<file path="src/rtl/return_stack.sv">
`default_nettype none
// ============================================================================
// Module      : return_stack
// Description : Circular return-address stack for CALL/RET resolution in EX.
//               CALL pushes push_pc+2 (skips the delay slot); RET pops and
//               presents the target combinationally on ret_addr. Tracks
//               occupancy and keeps sticky overflow/underflow flags.
//               Optional macro RETURN_STACK_HWM_EN adds a max_count output
//               holding the occupancy high-water mark since reset.
// Revision    : 1.0 - initial release
// ============================================================================
module return_stack #(
    parameter int DEPTH = 8,
    parameter int AW    = 3
) (
    input  logic          clk,
    input  logic          rst_n,
    input  logic          push,
    input  logic [15:0]   push_pc,
    input  logic          pop,
    input  logic          stall,
    input  logic          flag_clr,
    output logic [15:0]   ret_addr,
    output logic          ret_valid,
    output logic          empty,
    output logic          full,
    output logic [AW:0]   count,
    output logic          overflow,
`ifdef RETURN_STACK_HWM_EN
    output logic [AW:0]   max_count,
`endif
    output logic          underflow
);

    localparam logic [AW:0]   c_depth     = (AW+1)'(DEPTH);
    localparam logic [AW:0]   c_cnt_one   = (AW+1)'(1);
    localparam logic [AW-1:0] c_sp_one    = AW'(1);

    logic [15:0]   r_stack [DEPTH];
    logic [AW-1:0] r_sp;
    logic [AW:0]   r_count;
    logic          r_overflow;
    logic          r_underflow;

    logic          w_eff_push;
    logic          w_eff_pop;
    logic          w_empty;
    logic          w_full;
    logic [AW-1:0] w_top_idx;
    logic [15:0]   w_push_val;
    logic [AW-1:0] w_sp_nxt;
    logic [AW:0]   w_count_nxt;
    logic          w_wr_en;
    logic [AW-1:0] w_wr_idx;
    logic          w_ovf_set;
    logic          w_unf_set;

    assign w_eff_push = push & ~stall;
    assign w_eff_pop  = pop  & ~stall;
    assign w_empty    = (r_count == '0);
    assign w_full     = (r_count == c_depth);
    assign w_top_idx  = r_sp - c_sp_one;
    // Return lands after the delay slot; wraps modulo 2^16.
    assign w_push_val = push_pc + 16'd2;

    // Decode the effective command into pointer/count/write/flag updates.
    always_comb begin
        w_sp_nxt    = r_sp;
        w_count_nxt = r_count;
        w_wr_en     = 1'b0;
        w_wr_idx    = r_sp;
        w_ovf_set   = 1'b0;
        w_unf_set   = 1'b0;
        case ({w_eff_push, w_eff_pop})
            2'b10: begin
                // When full, sp points at the oldest entry, so it is overwritten.
                w_wr_en  = 1'b1;
                w_wr_idx = r_sp;
                w_sp_nxt = r_sp + c_sp_one;
                if (w_full) begin
                    w_ovf_set = 1'b1;
                end else begin
                    w_count_nxt = r_count + c_cnt_one;
                end
            end
            2'b01: begin
                if (w_empty) begin
                    w_unf_set = 1'b1;
                end else begin
                    w_sp_nxt    = r_sp - c_sp_one;
                    w_count_nxt = r_count - c_cnt_one;
                end
            end
            2'b11: begin
                if (w_empty) begin
                    // Pop half underflows; push half then applies normally.
                    w_unf_set   = 1'b1;
                    w_wr_en     = 1'b1;
                    w_wr_idx    = r_sp;
                    w_sp_nxt    = r_sp + c_sp_one;
                    w_count_nxt = c_cnt_one;
                end else begin
                    // Tail-call style replace of the top entry in place.
                    w_wr_en  = 1'b1;
                    w_wr_idx = w_top_idx;
                end
            end
            default: ;
        endcase
    end

    // Pointer, occupancy and sticky error flags; a new error beats flag_clr.
    always_ff @(posedge clk or negedge rst_n) begin
        if (!rst_n) begin
            r_sp        <= '0;
            r_count     <= '0;
            r_overflow  <= 1'b0;
            r_underflow <= 1'b0;
        end else begin
            r_sp        <= w_sp_nxt;
            r_count     <= w_count_nxt;
            r_overflow  <= w_ovf_set | (r_overflow  & ~flag_clr);
            r_underflow <= w_unf_set | (r_underflow & ~flag_clr);
        end
    end

    // Entry storage; contents are deliberately left unreset.
    always_ff @(posedge clk) begin
        if (w_wr_en) begin
            r_stack[w_wr_idx] <= w_push_val;
        end
    end

`ifdef RETURN_STACK_HWM_EN
    logic [AW:0] r_max_count;

    // High-water mark of occupancy; unaffected by flag_clr.
    always_ff @(posedge clk or negedge rst_n) begin
        if (!rst_n) begin
            r_max_count <= '0;
        end else if (w_count_nxt > r_max_count) begin
            r_max_count <= w_count_nxt;
        end
    end

    assign max_count = r_max_count;
`endif

    assign ret_addr  = w_empty ? 16'h0000 : r_stack[w_top_idx];
    assign ret_valid = ~w_empty;
    assign empty     = w_empty;
    assign full      = w_full;
    assign count     = r_count;
    assign overflow  = r_overflow;
    assign underflow = r_underflow;

endmodule
`default_nettype wire

</file>
<file path="config.mk">
export PLATFORM = sky130hd
export DESIGN_NAME = return_stack
export DESIGN_NICKNAME = d
export VERILOG_FILES = /design/src/rtl/return_stack.sv
export SDC_FILE = /design/constraint.sdc
export NUM_CORES = 1
export LEC_CHECK = 0
export CORE_MARGIN = 2
export CORE_UTILIZATION = 41
export CTS_CLUSTER_SIZE = 30
export DETAILED_ROUTE_END_ITERATION = 7
export PLACE_DENSITY_LB_ADDON = 0.3
export SLEW_MARGIN = 15
export SYNTH_ARGS = -nofsm -noshare
export SYNTH_HDL_FRONTEND = slang
export SYNTH_SLANG_ARGS = --single-unit
</file>
<file path="constraint.sdc">
create_clock -name clk -period 5.2 [get_ports clk]
set_input_delay 1.3 -clock clk [delete_from_list [all_inputs] [get_ports clk]]
set_output_delay 1.3 -clock clk [all_outputs]
set_load 0.1 [all_outputs]
</file>
==> metrics.md <==
| Metric | Value |
|---|---|
| Vias | `3204` |
| Fmax | `233 MHz` |
| Placed cell count | `547` |
| Sequential share of the synthesized area | `70.1%` |
| R2R cell count | `5` |
| Tot GR Track Use | `17.6%` |
| Max transition margin | `35.2%` |
| H-tree levels | `4` |
| Min Tclk post-route | `4.30 ns` |
| Commonest cells after routing, fill and taps aside | `edfxtp_1 (128), mux4_2 (32), clkdlybuf4s50_1 (30), buf_4 (30), clkbuf_16 (17)` |
| CTS Buf Count | `17` |
| Die area | `0.0151 mm2` |
| Final Skew | `0.00912 ns` |
| Yosys warns | `0` |
| Async set or reset register ratio after synthesis | `6.57%` |
| Most Used Layer, Global Route | `met2` |
| DR iter-0 viols | `350` |
| M2 GR Usage | `28.3%` |
| GR Util met1 | `23.3%` |
| Post-cts sizing count | `0` |
| Fin worst setup slack | `0.904 ns` |
| Clk buf depth | `2` |
| Most common cell after layout, fill and taps aside | `edfxtp_1` |
| Max_cap viols | `0` |
| Die W | `123 um` |
| Worst reg2reg endpoint | `r_stack[6][14]$_DFFE_PP_` |
| Largest net degree at the start of global routing | `42` |
| Vias per inst | `5.53` |
| Crit path from | `r_sp[0]$_DFFE_PN0P_` |
| Outcome | `finished clean` |
| Drt pass-1 iters | `6` |
| Port bufs | `46` |
| Initial Utilization | `41.8%` |
| Mapped Avg Cell Area | `18.0 um2` |
| Post-synthesis cell type count | `39` |
| Routed wire length per instance | `20.8 um` |
| Actual slew at the worst max-slew pin | `0.969 ns` |
| Final setup viols | `0` |
| Nets | `416` |
| Dpl ws | `0.926 ns` |
| GR Overflow Total | `0` |
| IO Pins | `47` |
| Area Growth Syn to Fin | `23.0%` |
| Data arrival, critical path | `3.00 ns` |
| Placeable Area | `0.0139 mm2` |
| Reg-to-reg critical path startpoint | `r_sp[0]$_DFFE_PN0P_` |
| Post-DP HPWL | `7740 um` |
| Period Utilization, post-route | `82.6%` |
| Row count | `43` |
| Vias in the first global route | `3296` |
| CTS tree | `built` |
| Fraction of layout cells with a size suffix above 1 | `26.3%` |
| RSZ-0062 raised after global routing | `false` |
| CP required | `3.90 ns` |
| Worst-path clk slew | `0.06 ns` |
| # fillers | `1134` |
| CTS root buffer | `clkbuf_16` |
| Post-CTS setup buffer count | `0` |
| Post-synthesis instance area | `0.00581 mm2` |
| Clk sinks | `137` |
| Hold Slack | `0.532 ns` |
| Critical path endpoint | `ret_addr[13]` |
| DRC viols | `0` |
| Met3 usage | `4.98%` |
| CP Class | `register to primary output` |
| Synthesized flop and latch total | `137` |
| Antenna-violating nets left | `0` |
| Worst hold-check path type | `register to register` |
| Initial antenna violation count | `0` |
| Post-synth EDFFs | `128` |
| Reg2Reg Setup Slack | `2.03 ns` |
| Syn Inst Count | `323` |
| Post-Layout Cell Count | `579` |
| Max Slew Vio Count | `0` |
| Worst skew pair latency | `0.41 ns` |
| Setup_tns | `0 ns` |
| Routed Wire Length | `12000 um` |
| Hold_buf cts | `0` |
| Crit path launch type | `register` |
| CP max FO | `38` |
| Diode count | `0` |
| Global-route wire length before repair | `18900 um` |
| Die Y | `123 um` |
| Post-Syn Nets | `353` |
| Worst setup EP type | `primary output` |
| Top_reg_cell synth | `edfxtp_1` |
| Fin. Hold Viols | `0` |
| Placer Congestion | `0.776` |
layout make-up:
type	count	area, um2	area share (%)
multi-input combinational	160	1650	23.1
clock inverter	14	204	2.85
sequential	137	4070	57.0
timing repair buffer	60	526	7.36
inverter	10	37.5	0.525
clock buffer	18	429	6.01
tap	180	225	3.15
critical path, cell delays in order (launching register included):
cell      delay (ns)
dfrtp_2         0.36
clkinv_1        0.23
ha_2            1.06
mux4_2          0.45
a22o_1          0.25
buf_4           0.23
sequential cells by signal (all words and copies together) (netlist names):
signal / count
r_stack: 128
count: 4
r_sp: 3
overflow: 1
underflow: 1
metrics by stage:
step                cell area [um2]  util, %
floorplan                      5810        -
global route                   7140     51.5
finish                         7140     51.5
global placement               6510     46.9
CTS                            7140     51.5
detailed placement             6510     46.9
synth_stat cells, drive strengths merged (2+ instances only):
cell | n | area, um2
a21oi | 9 | 45.0
a22o | 16 | 140
and2 | 3 | 21.3
and3 | 2 | 12.5
buf | 7 | 47.5
clkbuf | 9 | 33.8
dfrtp | 9 | 225
edfxtp | 128 | 3840
ha | 8 | 100
inv | 9 | 33.8
mux2 | 3 | 33.8
mux4 | 32 | 721
nand2 | 10 | 37.5
nand3 | 16 | 80.1
nand4 | 3 | 18.8
nor2 | 9 | 33.8
nor2b | 3 | 18.8
nor3 | 2 | 10.0
o21ai | 5 | 25.0
o32ai | 4 | 35.0
or3 | 4 | 26.3
or4 | 2 | 18.8
xnor2 | 12 | 105
xor2 | 8 | 70.1
logic make-up (layout without fill, tap and decap cells):
family / count (synthesis) / in the layout / share of synthesized area, %
AOI/OAI and AO/OA: 40 / 40 / 5.00
xor gates and xnor gates: 20 / 20 / 3.02
adders and majority gates: 8 / 8 / 1.72
buffers and inverters: 26 / 102 / 2.05
DFF: 137 / 137 / 70.1
muxes: 36 / 36 / 13.2
and+or+nand+nor: 56 / 56 / 5.00
how the worst min path moves through the flow:
stage | end | depth (start not counted) | from | slack (ns)
after global placement | underflow$_DFF_PN0_ | 2 | underflow$_DFF_PN0_ | 0.52
after CTS | overflow$_DFF_PN0_ | 2 | overflow$_DFF_PN0_ | 0.54
after global routing | overflow$_DFF_PN0_ | 2 | overflow$_DFF_PN0_ | 0.58
after floorplan | r_sp[2]$_DFFE_PN0P_ | 2 | r_sp[2]$_DFFE_PN0P_ | 0.59
after detailed placement | overflow$_DFF_PN0_ | 2 | overflow$_DFF_PN0_ | 0.52
final | overflow$_DFF_PN0_ | 2 | overflow$_DFF_PN0_ | 0.53
routing by layer:
metal | vias to the layer above | wire length [um]
met5 | - | 0
met2 | 80 | 6130
met1 | 1685 | 5210
met3 | 13 | 559
met4 | 0 | 124
li1 | 1426 | -
Power is left out: the tool's default activity adds up to more than one toggle a clock period on the data nets, which glitch-free logic cannot reach.
